File: src/rtl/booth_seq_mult.sv
// Sequential radix-2 Booth multiplier: one add/sub + arithmetic shift per clock on an
// A/Q/q_m1 register set, with run-time signed/unsigned operand extension.
module booth_seq_mult #(
    parameter int unsigned WIDTH = 8
) (
    input  logic               clk,
    input  logic               rst_n,
    input  logic               start,
    input  logic               signed_mode,
    input  logic [WIDTH-1:0]   multiplicand,
    input  logic [WIDTH-1:0]   multiplier,
    output logic               busy,
    output logic               done,
    output logic [2*WIDTH-1:0] product
);

    localparam int unsigned E  = WIDTH + 1;
    localparam int unsigned CW = $clog2(E + 1);

    typedef enum logic [1:0] {StIdle, StRun, StDone} state_e;

    state_e             state_q, state_d;
    logic [E-1:0]       a_q, a_d;
    logic [E-1:0]       q_q, q_d;
    logic [E-1:0]       m_q, m_d;
    logic               qm1_q, qm1_d;
    logic [CW-1:0]      cnt_q, cnt_d;
    logic [2*WIDTH-1:0] product_q, product_d;

    logic [E-1:0]       sum;
    logic [E-1:0]       a_sh;
    logic [E-1:0]       q_sh;
    logic [E-1:0]       m_ext;
    logic [E-1:0]       q_ext;
    logic               load;

    // The extra top bit lets unsigned operands behave as non-negative Booth operands.
    assign m_ext = signed_mode ? {multiplicand[WIDTH-1], multiplicand} : {1'b0, multiplicand};
    assign q_ext = signed_mode ? {multiplier[WIDTH-1], multiplier} : {1'b0, multiplier};

    always_comb begin
        unique case ({q_q[0], qm1_q})
            2'b01:   sum = a_q + m_q;
            2'b10:   sum = a_q + ~m_q + E'(1);
            default: sum = a_q;
        endcase
        a_sh = {sum[E-1], sum[E-1:1]};
        q_sh = {sum[0], q_q[E-1:1]};
    end

    always_comb begin
        state_d   = state_q;
        a_d       = a_q;
        q_d       = q_q;
        m_d       = m_q;
        qm1_d     = qm1_q;
        cnt_d     = cnt_q;
        product_d = product_q;
        load      = 1'b0;

        unique case (state_q)
            StIdle: begin
                load = start;
            end
            StRun: begin
                a_d   = a_sh;
                q_d   = q_sh;
                qm1_d = q_q[0];
                cnt_d = cnt_q + CW'(1);
                if (cnt_q == CW'(E - 1)) begin
                    state_d   = StDone;
                    // Low 2*WIDTH bits of the final {A,Q}.
                    product_d = {a_sh[WIDTH-2:0], q_sh};
                end
            end
            StDone: begin
                load = start;
                if (!start) begin
                    state_d = StIdle;
                end
            end
            default: begin
                state_d = StIdle;
            end
        endcase

        if (load) begin
            a_d     = '0;
            q_d     = q_ext;
            qm1_d   = 1'b0;
            m_d     = m_ext;
            cnt_d   = '0;
            state_d = StRun;
        end
    end

    always_ff @(posedge clk or negedge rst_n) begin
        if (!rst_n) begin
            state_q   <= StIdle;
            a_q       <= '0;
            q_q       <= '0;
            m_q       <= '0;
            qm1_q     <= 1'b0;
            cnt_q     <= '0;
            product_q <= '0;
        end else begin
            state_q   <= state_d;
            a_q       <= a_d;
            q_q       <= q_d;
            m_q       <= m_d;
            qm1_q     <= qm1_d;
            cnt_q     <= cnt_d;
            product_q <= product_d;
        end
    end

    assign busy    = (state_q == StRun);
    assign done    = (state_q == StDone);
    assign product = product_q;

endmodule
File: config.mk
export PLATFORM = sky130hd
export DESIGN_NAME = booth_seq_mult
export DESIGN_NICKNAME = d
export VERILOG_FILES = /design/src/rtl/booth_seq_mult.sv
export SDC_FILE = /design/constraint.sdc
export NUM_CORES = 1
export LEC_CHECK = 0
export CAP_MARGIN = 20
export CELL_PAD_IN_SITES_DETAIL_PLACEMENT = 0
export CELL_PAD_IN_SITES_GLOBAL_PLACEMENT = 2
export CORE_ASPECT_RATIO = 2
export CORE_MARGIN = 1
export CORE_UTILIZATION = 36
export DETAILED_ROUTE_END_ITERATION = 8
export GPL_TIMING_DRIVEN = 0
export PLACE_DENSITY_LB_ADDON = 0.1
export SYNTH_ARGS = -nofsm -noshare
export SYNTH_HDL_FRONTEND = slang
export SYNTH_SLANG_ARGS = --single-unit
export TNS_END_PERCENT = 5
File: constraint.sdc
create_clock -name clk -period 5.4 [get_ports clk]
set_clock_uncertainty 0.1 [all_clocks]
set_input_delay 1.08 -clock clk [delete_from_list [all_inputs] [get_ports clk]]
set_output_delay 1.08 -clock clk [all_outputs]
set_load 0.01 [all_outputs]
=== Word-level counts from Yosys, hierarchy flattened ===
Index checks and enable logic that the tools add are counted.

* Logic and storage cells: 41
* Output and inout port bits: 18
* Register bits: 50

* Equal/unequal tests: 8
* $add $sub $neg: 4
* Bitwise logic cells: 1
* Reduce and logical (&&, ||, !) cells: 5
* Mux-type cells: 16

{| class="wikitable"
|+ Operators by type and width
! operator !! count
|-
| $mux W9 || 6
|-
| $add A9 B9 Y9 || 2
|-
| $pmux W9 S2 || 1
|-
| $add A9 B1 Y9 const B || 1
|-
| $not A9 Y9 || 1
|-
| $mux W4 || 2
|-
| $mux W2 || 3
|-
| $pmux W2 S3 || 1
|-
| $add A4 B1 Y4 const B || 1
|-
| $eq A2 B1 Y1 const B || 2
|-
| $eq A2 B2 Y1 const B || 2
|-
| $eq A4 B4 Y1 const B || 1
|-
| $mux W1 || 3
|-
| $ne A3 B1 Y1 const B || 1
|-
| $ne A3 B2 Y1 const B || 1
|-
| $reduce_and A3 Y1 || 1
|-
| $logic_not A2 Y1 || 1
|-
| $ne A2 B2 Y1 const B || 1
|-
| $reduce_and A2 Y1 || 1
|-
| $reduce_bool A2 Y1 || 1
|-
| $reduce_or A2 Y1 || 1
|}

=== Depth between registers and ports, before layout ===
* Depth in word-level cells: 6
* Mapped depth: 10
* Depth with buffers taken out: 10

=== Least setup slack after synthesis ===
OpenSTA, ideal clock, no wires.

* Path type: reg-to-output
* Start: register state_q[1]
* End: output port busy
* Stages on the path, launching flop included: 5
* Path slack: 3152 ps
* Data arrival time: 1068 ps
* Path buffers: 2
* Path through: dfrtp_1 nand2b_1 buf_2 inv_2 buf_1

* Word-level cells in the longest chain between the ends: 1

{| class="wikitable"
|+ RTL lines
! what !! RTL line !! source
|-
| start: declaration || 22 || <nowiki>state_e state_q, state_d;</nowiki>
|-
| start signal: assignment || 99 || <nowiki>state_q <= StIdle;</nowiki>
|-
| start signal: assignment || 107 || <nowiki>state_q <= state_d;</nowiki>
|-
| $eq A2 B1 Y1 || 117 || <nowiki>assign busy = (state_q == StRun);</nowiki>
|-
| end: declaration || 12 || <nowiki>output logic busy,</nowiki>
|}

No other way between the ends.

=== Worst setup path after layout ===
Same ends and word-level chain as after synthesis.

==> flow_summary.json <==
{
  "status": "finished clean",
  "synth_top_area_cell": "dfrtp_1",
  "ios": 38,
  "met3_usage_pct": 3.47,
  "grt_setup_unrepaired": "no",
  "worst_pin_slew_ns": 0.641,
  "path_cells": "nand2b_1 -> buf_2 -> inv_2 -> buf_1 -> clkdlybuf4s50_1",
  "placed_cells": 451,
  "first_iter_violations": 155,
  "cts_hold_buf": 0,
  "cp-startpoint": "state_q[1]",
  "p_switching_w": 0.00109,
  "yosysSeqAreaShare_pct": 43.1,
  "critPathCaptureType": "primary output",
  "arrival_ns": 2.26,
  "dr_total_vias": 2425,
  "relSlewSlack_pct": 56.6,
  "area_growth_pct": 23.2,
  "power_density_nw_per_um2": 683,
  "cts_buffers": 5,
  "syn_nets": 361,
  "hold_viol": 0,
  "cp-endpoint": "busy",
  "crit_type": "flip-flop to primary output",
  "cts_resized": 0,
  "leakage_nw": 1.61,
  "setup_tns_ns": 0,
  "clk_latency_ns": 0.30,
  "design_area_um2": 3510,
  "synth_seq_cells": 49,
  "antenna_found_initial": 0,
  "cap_violations": 0,
  "drt-total-wl_um": 8100,
  "use_met2_pct": 41.8,
  "p_sw_share_pct": 45.3,
  "cts_tree": "yes",
  "grt_max_degree": 37,
  "portBuffers": 37,
  "cts_root_buffer": "clkbuf_16",
  "critical_path.slowest_cell": "clkdlybuf4s50_1",
  "ff2ff_setup_slack_ns": 2.91,
  "htreeDepth": 2,
  "pwr-share-clk_pct": 14.2,
  "grt_pass1_wl_um": 13500,
  "ys_warn_count": 0,
  "grt.met1_usage_pct": 23.5,
  "start_util_pct": 37.4,
  "r2r-end": "a_q[7]",
  "clk_pin_slew_ns": 0.07,
  "synthFlopType": "dfrtp_1",
  "period_share_pct": 63.7,
  "placed_area_um2": 3350,
  "post_cts_buffers": 0,
  "r2r_cells": 8,
  "grt.total_usage_pct": 22.0,
  "grt_busiest_layer": "met2",
  "routabilityCongestion": 0.807,
  "crit_path_start_kind": "flip-flop",
  "rr_startpoint": "a_q[0]",
  "crit_path_max_fanout": 10,
  "layout.cells.non_filler": 459,
  "synth_cell_types": 50,
  "maxSlewViolCount": 0,
  "max_freq_mhz": 291,
  "peakVddDrop_mv": 0.273,
  "clk_path_buf_depth": 2,
  "netlist.area_leader.share_pct": 43.1,
  "num_rows": 45,
  "dieWidth_um": 64.9,
  "required_ns": 4.22,
  "internal_power_w": 0.00131,
  "min_period_ns": 3.44,
  "place_hpwl_um": 6190,
  "num_antenna_cells": 0,
  "synth_edf_count": 0,
  "min_path_type": "flip-flop to flip-flop",
  "dr.pass1.iters": 4,
  "p_comb_share_pct": 57.5,
  "grt_overflow": 0,
  "cp_slowest_stage_delay_ns": 0.64,
  "drc": 0,
  "core_area_um2": 7600,
  "synthesis.area_um2": 2850,
  "cts.sinks": 49,
  "synthTopCellsByArea": "dfrtp_1 43%, nand2_1 9.2%, ha_1 8.8%",
  "die_h_um": 128,
  "fin_nets": 406,
  "synth-async-reset-ratio_pct": 100,
  "setup_viol": 0,
  "antenna_left": 0,
  "avgRoutedWirePerCell_um": 17.6,
  "drive_gt1_share_pct": 7.12,
  "avgSynthCellArea_um2": 8.92,
  "syn_inst": 319,
  "grt_pass1_vias": 2560,
  "via_per_inst": 5.28,
  "die_area_um2": 8290,
  "seqPwrFrac_pct": 28.3
}
-- flip-flops by register name, summed over array words and instances (netlist names) --
| signal | count |
|---|---|
| a_q | 8 |
| cnt_q | 4 |
| m_q | 9 |
| product | 16 |
| q_q | 9 |
| qm1_q | 1 |
| state_q | 2 |
-- routing by layer --
layer,vias to the layer above,share of wire (%)
met5,-,0
met4,0,1.5
met3,8,2.8
met2,42,58
met1,1196,38
li1,1179,-
-- cell usage in the layout (no fill, tap or decap), drive strengths merged, types with 3 or more instances in the layout --
master and n:
inv 25, a31oi 9, o311ai 3, nor2b 5
a22oi 5, clkdlybuf4s50 36, ha 20, o21ai 25
a21oi 12, buf 9, nand2b 8, xnor2 5
xor2 4, nand2 70, nand3 7, clkbuf 14
dfrtp 49, a22o 3, nor2 17
-- worst max-delay path, delay by kind of cell, from the launching register on --
kind                   cells  cell delay, ns
DFF                        1            0.37
buffers and inverters      4            1.47
and+or+nand+nor            1            0.13
-- kinds of logic after synthesis --
group	after synthesis	synth area share, %
AND/OR/NAND/NOR	114	17.1
multiplexers	2	0.703
adder cells (fa/ha/maj)	22	10.2
XOR/XNOR	9	2.77
AO/OA/AOI/OAI	84	20.7
buffers and inverters	39	5.45
flip-flops	49	43.1
-- stage by stage --
| step | power, W | hold WS [ns] | utilization, % | setup WS [ns] |
|---|---|---|---|---|
| floorplan | 0.00161 | 0.360 | - | 3.15 |
| global placement | 0.00206 | 0.362 | 43.9 | 1.58 |
| detailed placement | 0.00206 | 0.365 | 44.1 | 2.28 |
| CTS | 0.00242 | 0.386 | 46.1 | 1.94 |
| global route | 0.00261 | 0.409 | 46.1 | 1.87 |
| finish | 0.00239 | 0.381 | 46.1 | 1.96 |
-- cell usage after synthesis, types with 2 or more instances --
cell,n
o31ai_1,2
o21a_1,2
nand2b_1,8
nand3_1,7
nand2_1,70
mux2i_1,2
o22ai_1,2
nor2b_1,5
nor2_1,17
xor2_1,4
and2_1,2
a22o_1,3
fa_1,2
o21bai_1,2
o21ai_1,6
a21oi_1,11
and3_1,2
ha_1,20
inv_2,3
inv_1,21
o21ai_0,19
o311ai_1,2
buf_2,6
dfrtp_1,49
a22oi_1,5
clkbuf_1,7
o211ai_1,2
a2111oi_2,2
xnor2_1,5
a31oi_1,9
a211oi_1,2
a221oi_1,2
-- power by group through the flow --
stage,clock network (W),registers [W],logic [W]
detailed placement,0,0.000684,0.00138
global route,0.000357,0.000705,0.00155
CTS,0.000347,0.000680,0.00139
global placement,0,0.000681,0.00137
floorplan,0,0.000669,0.000941
finish,0.000339,0.000678,0.00138
-- worst min-delay path by stage --
stage / startpoint / endpoint / slack (ns) / cells past startpoint
3_3_place_gp: product[3] / product[3] / 0.36 / 2
2_1_floorplan: m_q[8] / m_q[8] / 0.36 / 2
5_1_grt: product[1] / product[1] / 0.41 / 2
6_report: product[1] / product[1] / 0.38 / 2
3_5_place_dp: product[4] / product[4] / 0.36 / 2
4_1_cts: product[1] / product[1] / 0.39 / 2
-- final cells by class --
class / instances / area (µm²)
buffer: 15 / 65.1
clock buffer: 6 / 139
clock inverter: 2 / 17.5
fill: 786 / 4100
inverter: 24 / 90.1
multi-input combinational: 231 / 1470
sequential: 49 / 1230
tap: 94 / 118
timing repair buffer: 38 / 385
Power figures use the tool's default switching activity.
